`src/rtl/base_cdec_pkg.sv`:
```
// Shared constants and helpers for the count decoder pipeline.
package base_cdec_pkg;

  // Output mask shape selected by i_mode.
  localparam logic CDEC_THERM  = 1'b0;
  localparam logic CDEC_ONEHOT = 1'b1;

  // Bits needed to hold the value w, i.e. ceil(log2(w+1)).
  function automatic int clog2_p1(input int w);
    int r;
    r = 0;
    for (int i = 0; i < 31; i++) begin
      if ((1 << i) <= w) r = i + 1;
    end
    return r;
  endfunction

endpackage

```
`src/rtl/base_cdec_therm.sv`:
```
// Combinational thermometer expander: sets the first cnt bits of the mask
// (index 0 leftmost). The mask is built by recursive halving, so each level
// splits the count between a left half and a right half.
module base_cdec_therm #(
  parameter int enc_width = 1,
  parameter int dec_width = 1
) (
  input  logic [enc_width-1:0] cnt,
  output logic [0:dec_width-1] therm
);

  if (dec_width == 1) begin : g_leaf
    assign therm[0] = |cnt;
  end else begin : g_split
    localparam int LW = (dec_width + 1) / 2;
    localparam int RW = dec_width - LW;
    localparam logic [enc_width-1:0] LW_C = enc_width'(LW);

    logic [enc_width-1:0] l_cnt;
    logic [enc_width-1:0] r_cnt;

    // Left half takes up to LW of the count; the remainder spills right.
    always_comb begin
      l_cnt = (cnt > LW_C) ? LW_C : cnt;
      r_cnt = (cnt > LW_C) ? (cnt - LW_C) : '0;
    end

    base_cdec_therm #(.enc_width(enc_width), .dec_width(LW)) u_left (
      .cnt   (l_cnt),
      .therm (therm[0:LW-1])
    );

    base_cdec_therm #(.enc_width(enc_width), .dec_width(RW)) u_right (
      .cnt   (r_cnt),
      .therm (therm[LW:dec_width-1])
    );
  end

endmodule

```
`src/rtl/base_cdec_pipe.sv`:
```
// Two-stage elastic count decoder. S1 clamps the count and records
// saturation; S2 holds the expanded thermometer or one-hot mask.
//
// Handshake: a transfer happens on a channel in any cycle where its valid
// and ready are both 1. Valid never drops while waiting for ready, and the
// held data stays stable. Ready is combinational from o_r via
// s2_rdy = !S2.v | o_r and s1_rdy = !S1.v | s2_rdy.
module base_cdec_pipe
  import base_cdec_pkg::*;
#(
  parameter int enc_width = 1,
  parameter int dec_width = 1
) (
  input  logic                 clk,
  input  logic                 rst_n,
  input  logic                 i_v,
  output logic                 i_r,
  input  logic [0:enc_width-1] i_cnt,
  input  logic                 i_mode,
  output logic                 o_v,
  input  logic                 o_r,
  output logic [0:dec_width-1] o_mask,
  output logic                 o_sat
);

  // Compare width wide enough for both the raw count and dec_width itself.
  localparam int DW_BITS = clog2_p1(dec_width);
  localparam int CW      = (enc_width > DW_BITS) ? enc_width : DW_BITS;
  localparam logic [CW-1:0] DW_C = CW'(dec_width);

  logic                 s1_v_q, s1_v_d;
  logic [CW-1:0]        s1_c_q, s1_c_d;
  logic                 s1_sat_q, s1_sat_d;
  logic                 s1_mode_q, s1_mode_d;
  logic                 s2_v_q, s2_v_d;
  logic [0:dec_width-1] s2_mask_q, s2_mask_d;
  logic                 s2_sat_q, s2_sat_d;

  logic                 s1_rdy;
  logic                 s2_rdy;
  logic [CW-1:0]        cnt_ext;
  logic [0:dec_width-1] therm;
  logic [0:dec_width-1] onehot;
  logic [0:dec_width-1] mask_nxt;

  assign s2_rdy  = !s2_v_q | o_r;
  assign s1_rdy  = !s1_v_q | s2_rdy;
  assign cnt_ext = CW'(i_cnt);

  base_cdec_therm #(.enc_width(CW), .dec_width(dec_width)) u_therm (
    .cnt   (s1_c_q),
    .therm (therm)
  );

  // One-hot is the falling edge of the thermometer: bit k survives only if
  // bit k+1 is clear (the shift left pulls index k+1 into k, zero-filling
  // the last bit).
  always_comb begin
    onehot   = therm & ~(therm << 1);
    mask_nxt = (s1_mode_q == CDEC_ONEHOT) ? onehot : therm;
  end

  // Next-state for both stages: load when empty or when draining this cycle.
  always_comb begin
    s1_v_d    = s1_v_q;
    s1_c_d    = s1_c_q;
    s1_sat_d  = s1_sat_q;
    s1_mode_d = s1_mode_q;
    s2_v_d    = s2_v_q;
    s2_mask_d = s2_mask_q;
    s2_sat_d  = s2_sat_q;
    if (s1_rdy) begin
      s1_v_d = i_v;
      if (i_v) begin
        s1_sat_d  = (cnt_ext > DW_C);
        s1_c_d    = (cnt_ext > DW_C) ? DW_C : cnt_ext;
        s1_mode_d = i_mode;
      end
    end
    if (s2_rdy) begin
      s2_v_d = s1_v_q;
      if (s1_v_q) begin
        s2_mask_d = mask_nxt;
        s2_sat_d  = s1_sat_q;
      end
    end
  end

  // Stage registers; reset discards anything in flight.
  always_ff @(posedge clk or negedge rst_n) begin
    if (!rst_n) begin
      s1_v_q    <= 1'b0;
      s1_c_q    <= '0;
      s1_sat_q  <= 1'b0;
      s1_mode_q <= CDEC_THERM;
      s2_v_q    <= 1'b0;
      s2_mask_q <= '0;
      s2_sat_q  <= 1'b0;
    end else begin
      s1_v_q    <= s1_v_d;
      s1_c_q    <= s1_c_d;
      s1_sat_q  <= s1_sat_d;
      s1_mode_q <= s1_mode_d;
      s2_v_q    <= s2_v_d;
      s2_mask_q <= s2_mask_d;
      s2_sat_q  <= s2_sat_d;
    end
  end

  assign i_r    = s1_rdy;
  assign o_v    = s2_v_q;
  assign o_mask = s2_mask_q;
  assign o_sat  = s2_sat_q;

endmodule

```
`config.mk`:
```
export PLATFORM = sky130hd
export DESIGN_NAME = base_cdec_pipe
export DESIGN_NICKNAME = d
export VERILOG_FILES = /design/src/rtl/base_cdec_pkg.sv /design/src/rtl/base_cdec_therm.sv /design/src/rtl/base_cdec_pipe.sv
export SDC_FILE = /design/constraint.sdc
export NUM_CORES = 1
export LEC_CHECK = 0
export CORE_AREA = 10 10 47 49
export CTS_CLUSTER_DIAMETER = 30
export DETAILED_ROUTE_END_ITERATION = 16
export DIE_AREA = 0 0 57 59
export DONT_BUFFER_PORTS = 1
export GPL_ROUTABILITY_DRIVEN = 0
export GPL_TIMING_DRIVEN = 1
export MAX_ROUTING_LAYER = met4
export SYNTH_ARGS = -nofsm -noshare
export SYNTH_HDL_FRONTEND = slang
export SYNTH_SLANG_ARGS = --single-unit
```
`constraint.sdc`:
```
create_clock -name clk -period 0.9 [get_ports clk]
set_input_delay 0.18 -clock clk [delete_from_list [all_inputs] [get_ports clk]]
set_output_delay 0.18 -clock clk [all_outputs]
set_load 0.01 [all_outputs]
```
**Word-level counts from Yosys, hierarchy flattened**

Cells that the tools add are included.

- Flip-flop bits (word level): 6
- Input bits: 6
- Memories kept: 0
- Latch bits: 0
- Output and inout bits: 4
- RAM bits: 0
- Bits in read-only memories: 0
- Word-level logic and storage cells: 14

- Mux-type cells: 1
- Shift operators: 0
- $mul: 0
- Div/mod/pow operators: 0
- Reduce and logical (&&, ||, !) cells: 4
- $add $sub $neg: 0
- Eq/ne operators: 0
- Bitwise operators: 2
- $lt $le $gt $ge: 1

Operator list:

| cell | number |
|---|---|
| $reduce_and A2 Y1 | 2 |
| $logic_not A1 Y1 | 2 |
| $or A1 B1 Y1 | 2 |
| $gt A1 B1 Y1 const B | 1 |
| $mux W1 | 1 |

**Longest topological paths before layout**

Gate-level depths: netlist of the first run.

- Word-level depth: 4
- Mapped depth: 3
- Gate-level depth less buffers: 3

**Modules after synthesis**

Synthesis of the first run repeated with hierarchy kept, for this count alone.

- Cells, all modules: 15
- Area total of the unflattened synthesis: 200.2 um2

By module, submodules not included:

| module | seq. area each (um2) | area an instance (um2) | cells an instance | instances |
|---|---|---|---|---|
| base_cdec_pipe | 100.1 | 192.7 | 14 | 1 |
| base_cdec_therm | 0.0 | 7.5 | 1 | 1 |

**Least setup slack after synthesis of the first run**

No wires, ideal clock.

- Path kind: register -> register
- From: register s2_v_q (netlist: o_v)
- To: register s1_c_q
- Setup time: 0.125 ns
- Path slack: -0.134 ns
- Stages on the path, launching flop included: 4
- Required time: 0.775 ns
- Clock period less this slack: 1.034 ns
- Arrival time: 0.909 ns
- Path buffers: 0
- Path through: dfrtp_1 -> nand3b_4 -> nand2_2 -> mux2_4

- Word-level cells in the longest chain between the ends: 4

RTL lines:

| element | line | text |
|---|---|---|
| from (decl) | base_cdec_pipe.sv:35 | `logic s2_v_q, s2_v_d;` |
| from (signal assigned) | base_cdec_pipe.sv:104 | `s2_v_q <= s2_v_d;` |
| $logic_not A1 Y1 | base_cdec_pipe.sv:46 | `assign s2_rdy = !s2_v_q \| o_r;` |
| $or A1 B1 Y1 | base_cdec_pipe.sv:46 |  |
| $or A1 B1 Y1 | base_cdec_pipe.sv:47 | `assign s1_rdy = !s1_v_q \| s2_rdy;` |
| named net i_r | base_cdec_pipe.sv:17 | `output logic i_r,` |
| $reduce_and A2 Y1 (no source line) | n/a |  |
| to (signal assigned) | base_cdec_pipe.sv:93 | `s1_c_q <= '0;` |
| to (signal assigned) | base_cdec_pipe.sv:101 | `s1_c_q <= s1_c_d;` |
| to (decl) | base_cdec_pipe.sv:32 | `logic [CW-1:0] s1_c_q, s1_c_d;` |

The timed path passes the listed nets, and every way through them passes these cells.
A chain may end at the register's enable or synchronous reset.

**Worst setup path after layout of the first run**

- From: register s1_v_q
- To: output port i_r

- Word-level cells in the longest chain between the ends: 2

RTL lines:

| element | line | text |
|---|---|---|
| from (decl) | base_cdec_pipe.sv:31 | `logic s1_v_q, s1_v_d;` |
| from (signal assigned) | base_cdec_pipe.sv:100 | `s1_v_q <= s1_v_d;` |
| $logic_not A1 Y1 | base_cdec_pipe.sv:47 |  |
| $or A1 B1 Y1 | base_cdec_pipe.sv:47 |  |
| to (decl) | base_cdec_pipe.sv:17 |  |

Every way passes these cells.

==> impl_metrics.env, run 1 <==
export IMPL_synth_mux_area_frac=0.156
export IMPL_synthesis_area_um2=193
export IMPL_dpl_cell_area_um2=235
export IMPL_cts_sinks=4
export IMPL_regToRegSetupSlack_ns=-0.19
export IMPL_failed_checks="negative setup slack"
export IMPL_grt_pass1_vias=200
export IMPL_synth_seq_cells=4
export IMPL_path_max_fanout=2
export IMPL_diodes=0
export IMPL_fin_skew_ns=0.00171
export IMPL_synth_top_area_frac=0.519
export IMPL_antenna_found_initial=0
export IMPL_core_area_um2=1400
export IMPL_place_inst=33
export IMPL_yosys_area_share_simple=0.266
export IMPL_fin_setup_tns_ns=-0.988
export IMPL_switching_share=0.232
export IMPL_dp_slack_ns=-0.110
export IMPL_finalMaxSlewViolations=0
export IMPL_fin_crit_sh=1.25
export IMPL_setup_violations=7
export IMPL_fin_area_um2=317
export IMPL_num_rows=14
export IMPL_start_kind="flip-flop"
export IMPL_yosys_warnings=0
export IMPL_wl_per_cell_um=12.1
export IMPL_insertion_delay_ns=0.23
export IMPL_peakVddDrop_uv=663
export IMPL_finalWirelength_um=509
export IMPL_fin_ws_ns=-0.228
export IMPL_synth_distinct_cells=9
export IMPL_hold_class="in2reg"
export IMPL_period_needed_ns=1.13
export IMPL_p_int_uw=466
export IMPL_criticalPathCategory="reg2out"
export IMPL_avgSynthCellArea_um2=13.8
export IMPL_synth_adder_area_share=0
export IMPL_grt_max_degree=5
export IMPL_synth_seq_area_share=0.519
export IMPL_clock_path_buffers=2
export IMPL_finalNonFillerCells=42
export IMPL_cts_buffers_inserted=3
export IMPL_synth_top_family_by_area="simple AND/OR/NAND/NOR gates"
export IMPL_cp_arrival_ns=0.95
export IMPL_ys_top_cells_by_area="dfrtp_1 52%, mux2_4 16%, nand3b_4 10%, or2b_1 7.8%, buf_4 3.9%"
export IMPL_cts_tree="yes"
export IMPL_pwr_share_seq=0.372
export IMPL_clkPwrFrac=0.360
export IMPL_grt_pass1_wl_um=931
export IMPL_drt_first_pass_iters=2
export IMPL_p_switching_uw=141
export IMPL_worstSetupEndpointType="output port"
export IMPL_drc=0
export IMPL_die_h_um=59
export IMPL_synth_compound_area_frac=0
export IMPL_multi_input_area_um2=85.1
export IMPL_p_comb_frac=0.268
export IMPL_drt_iter0_drc=1
export IMPL_io_buffer_count=0
export IMPL_syn_to_final_growth_pct=64.3
export IMPL_p_leak_nw=0.159
export IMPL_die_w_um=57
export IMPL_dieArea_um2=3360
export IMPL_vias=149
export IMPL_drv_cap=0
export IMPL_vias_per_cell=3.55
export IMPL_cts_root_buf="clkbuf_4"
export IMPL_required_ns=0.72
export IMPL_pwr_density_cell_nw_per_um2=1920
export IMPL_initial_core_util=0.138
export IMPL_synth_nets=20
export IMPL_synth_xor_area_frac=0
export IMPL_regArea_um2=100
export IMPL_fill_cells=161
export IMPL_clkTransAtPathRegs_ns=0.03
export IMPL_rsz0062_at_grt="yes"
export IMPL_yosysTopAreaCell="dfrtp_1"
export IMPL_finalNetCount=34
export IMPL_syn_inst=14
export IMPL_fmax_mhz=886
export IMPL_grtUsageTotal=0.0401
export IMPL_ant_nets=0
export IMPL_grt_ovfl_total=0
export IMPL_layout_drive_gt1_share=0.615
export IMPL_status="complete, but fails checks"
export IMPL_hold_viol=0
export IMPL_pin_count=10
export IMPL_cts_max_level=1
-- state kept, by name, summed over array words and instances, names as in the netlist --
register,flops
o_mask,1
o_v,1
s1_c_q,1
s1_v_q,1
-- what timing repair did --
item	4_1_cts	5_1_grt
hold buffers	1	0
setup buffers	5	0
endpoints found under the setup margin	6	7
pin swaps	1	1
cloned	0	0
endpoints found under the hold margin	4	0
gates resized for setup	3	0
-- area by class of cell --
class                      instances  area share
clock buffer                       3      0.0711
timing repair buffer              10       0.281
sequential                         4       0.316
multi-input combinational          9       0.269
tap                               16      0.0632
-- Yosys cell counts --
master,instances
dfrtp_1,4
mux2_4,2
or2b_1,2
conb_1,1
nand2_2,1
nand2_1,1
nand2b_1,1
buf_4,1
nand3b_4,1
-- power groups by stage --
stage	clock network [mW]	logic, mW	registers (mW)
global placement	0	0.105	0.226
finish	0.219	0.163	0.226
detailed placement	0	0.107	0.231
CTS	0.229	0.167	0.227
floorplan	0	0.0577	0.233
global route	0.242	0.180	0.231
-- worst max-delay path, cell delays in order (launching register included) --
cell	delay [ns]
dfrtp_1	0.39
nand3b_4	0.10
buf_6	0.12
buf_6	0.11
-- logic make-up after synthesis --
kind of cell           Yosys count
muxes                            2
DFF                              4
buffers and inverters            1
other                            1
and+or+nand+nor                  6
-- metal layers --
layer  part of all wire  vias to the layer above  global-route usage
met5                  0                        -                   -
met4              0.041                        0              0.0403
met3               0.10                        2              0.0279
met2               0.43                       11              0.0543
met1               0.42                       69              0.0358
li1                   -                       67                   -
-- per-stage QoR --
stage	utilization	total power, mW	hold slack, ns
finish	0.226	0.607	0.0558
floorplan	-	0.290	-0.116
global route	0.226	0.653	0.0531
global placement	0.168	0.330	-0.115
detailed placement	0.168	0.338	-0.115
CTS	0.226	0.622	0.0530
-- final timing paths --
path                           to  cells past startpoint   start
min in group asynchronous  o_mask                      1   rst_n
min reg2reg                s1_c_q                      1  s1_c_q
max reg2reg                o_mask                      4     o_v
max                           i_r                      3  s1_v_q
max in group asynchronous  s1_v_q                      1   rst_n
min                        s1_v_q                      1     i_v
-- layout by cell type, fill, tap and decap left out --
master,instances
nand2_1,1
nand2b_1,1
or2b_1,2
dlygate4sd3_1,1
mux2_4,2
nand3b_4,1
dfrtp_1,4
nand2_2,1
conb_1,1
clkbuf_4,3
buf_6,3
buf_4,6
(Power assumes the default switching activity.)
==> run 2, diff against run 1 <==
--- a/config.mk
+++ b/config.mk
@@ -6,6 +6,7 @@
 export NUM_CORES = 1
 export LEC_CHECK = 0
 export CORE_AREA = 10 10 47 49
+export CTS_BUF_LIST = sky130_fd_sc_hd__clkbuf_8
 export CTS_CLUSTER_DIAMETER = 30
 export DETAILED_ROUTE_END_ITERATION = 16
 export DIE_AREA = 0 0 57 59
@@ -15,4 +16,5 @@
 export MAX_ROUTING_LAYER = met4
 export SYNTH_ARGS = -nofsm -noshare
 export SYNTH_HDL_FRONTEND = slang
+export SYNTH_HIERARCHICAL = 1
 export SYNTH_SLANG_ARGS = --single-unit
==> impl_metrics.env, run 2 <==
export IMPL_status="complete, but fails checks"
export IMPL_failed_checks="negative setup slack"
export IMPL_criticalPathCategory="reg2out"
export IMPL_synth_edf_count=0
export IMPL_insertion_delay_ns=0.21
export IMPL_core_area_um2=1400
export IMPL_cts_max_level=1
export IMPL_path_max_fanout=3
export IMPL_drv_cap=0
export IMPL_setup_violations=6
export IMPL_met2_usage=0.0465
export IMPL_fin_ws_ns=-0.214
export IMPL_synth_seq_area_share=0.500
export IMPL_grt_busiest_layer="met4"
export IMPL_drc=0
export IMPL_syn_inst=15
export IMPL_period_needed_ns=1.11
export IMPL_peakVddDrop_uv=811
export IMPL_grtUsageTotal=0.0378
export IMPL_grt_max_degree=5
export IMPL_cpMostUsedCell="buf_6"
export IMPL_cts_tree="yes"
export IMPL_ant_nets=0
export IMPL_fin_skew_ns=0.000506
export IMPL_fin_setup_tns_ns=-0.875
export IMPL_drt_first_pass_iters=2
export IMPL_cp_arrival_ns=0.93
export IMPL_die_h_um=59
export IMPL_dieArea_um2=3360
export IMPL_syn_to_final_growth_pct=63.7
export IMPL_final_util=0.234
export IMPL_mostFrequentLayoutCells="4 x dfrtp_1, 4 x buf_4, 3 x clkbuf_8, 3 x buf_6"
export IMPL_pwr_density_cell_nw_per_um2=2300
export IMPL_use_met1=0.0321
export IMPL_cts_buffers_inserted=3
export IMPL_power_total_uw=754
export IMPL_num_rows=14
export IMPL_path_cells="nand3b_4 > buf_6 > buf_6"
export IMPL_clock_path_buffers=2
export IMPL_asyncSetResetFlopFracSynth=1.00
export IMPL_synth_nets=21
export IMPL_drt_iter0_drc=1
export IMPL_regArea_um2=100
export IMPL_grt_pass1_vias=185
export IMPL_synth_distinct_cells=9
export IMPL_hold_viol=0
export IMPL_wl_per_cell_um=12.9
export IMPL_diodes=0
export IMPL_hold_class="in2reg"
export IMPL_die_w_um=57
export IMPL_required_ns=0.72
export IMPL_io_buffer_count=0
export IMPL_slowest_stage="dfrtp_1"
export IMPL_initial_core_util=0.143
export IMPL_yosys_warnings=6
export IMPL_fin_crit_sh=1.24
export IMPL_synth_top_area_frac=0.500
export IMPL_yosysTopAreaCell="dfrtp_1"
export IMPL_global_route_usage_met3=0.0279
export IMPL_synth_top_flop_cell="dfrtp_1"
export IMPL_antenna_found_initial=0
export IMPL_rsz0062_at_grt="yes"
export IMPL_grt_ovfl_total=0
export IMPL_avgSynthCellArea_um2=13.3
export IMPL_pin_count=10
export IMPL_p_leak_nw=0.163
export IMPL_cts_root_buf="clkbuf_8"
export IMPL_synth_most_common_cell="dfrtp_1"
export IMPL_place_inst=33
export IMPL_start_kind="flip-flop"
export IMPL_synth_seq_cells=4
export IMPL_worstSetupEndpointType="output port"
export IMPL_finalWirelength_um=514
export IMPL_layout_drive_gt1_share=0.625
export IMPL_ys_top_cells_by_area="dfrtp_1 50%, mux2_4 15%, nand3b_4 10%, buf_4 7.5%, or2b_1 7.5%"
export IMPL_synthesis_area_um2=200
export IMPL_finalNonFillerCells=40
export IMPL_fmax_mhz=898
export IMPL_vias_per_cell=3.55
export IMPL_fill_cells=161
export IMPL_finalNetCount=32
export IMPL_synth_commonest_cells="4 x dfrtp_1, 2 x buf_4, 2 x mux2_4, 2 x or2b_1"
export IMPL_grt_pass1_wl_um=828
export IMPL_multi_input_area_um2=92.6
export IMPL_cpPeakStageDelay_ns=0.40
export IMPL_clkTransAtPathRegs_ns=0.03
export IMPL_vias=142
export IMPL_cts_sinks=4
export IMPL_finalMaxSlewViolations=0
-- run 2: metrics by stage --
| step | hold WS (ns) | instance area, um2 | setup WS [ns] |
|---|---|---|---|
| after global routing | 0.0776 | 328 | -0.254 |
| after global placement | -0.115 | 235 | -0.0685 |
| after CTS | 0.0705 | 320 | -0.218 |
| after floorplan | -0.116 | 200 | -0.121 |
| after detailed placement | -0.115 | 235 | -0.112 |
| final | 0.0742 | 328 | -0.214 |
-- run 2: repair_timing --
| action | in CTS | in global routing |
|---|---|---|
| pin swaps | 1 | 1 |
| setup buffers | 3 | 0 |
| endpoints found under the hold margin | 4 | 0 |
| setup endpoints to repair | 6 | 7 |
| resized for setup | 3 | 1 |
| hold buffers | 1 | 0 |
-- run 2: worst paths after layout --
kind | start | end | slack, ns | cells after the start
worst max register to register | o_v | o_mask | -0.19 | 4
max in group asynchronous | rst_n | s1_v_q | 0.47 | 1
worst max-delay path | s1_v_q | i_r | -0.21 | 3
min in group asynchronous | rst_n | o_mask | 0.25 | 1
worst min-delay path | i_v | s1_v_q | 0.07 | 1
worst min register to register | s1_c_q | s1_c_q | 0.53 | 1
-- run 2: cells by family after synthesis --
kind of cell / after synthesis / share of synthesized area
buffers and inverters: 2 / 0.0750
AND/OR/NAND/NOR: 6 / 0.256
other: 1 / 0.0187
multiplexers: 2 / 0.150
flip-flops: 4 / 0.500
-- run 2: critical path: cells and delay by family (launching register included) --
family                 cells  cell delay (ns)
buffers and inverters      2             0.23
and+or+nand+nor            1             0.09
DFF                        1             0.40
-- run 2: layout make-up --
class / instances / share of cell area
tap: 16 / 0.0611
multi-input combinational: 9 / 0.282
sequential: 4 / 0.305
timing repair buffer: 8 / 0.225
clock buffer: 3 / 0.126
-- run 2: where the power goes --
| part | switching [mW] | internal [mW] | leakage [nW] | total (mW) |
|---|---|---|---|---|
| registers | 0.0207 | 0.207 | 0.0446 | 0.228 |
| logic | 0.0510 | 0.106 | 0.0971 | 0.157 |
| clock network | 0.0848 | 0.284 | 0.0216 | 0.369 |
| total | 0.156 | 0.597 | 0.163 | 0.754 |
-- run 2: metal layers --
layer  share of wire  vias to the layer above
li1                -                       63
met2            0.44                       11
met5               0                        -
met3            0.13                        4
met4           0.056                        0
met1            0.37                       64
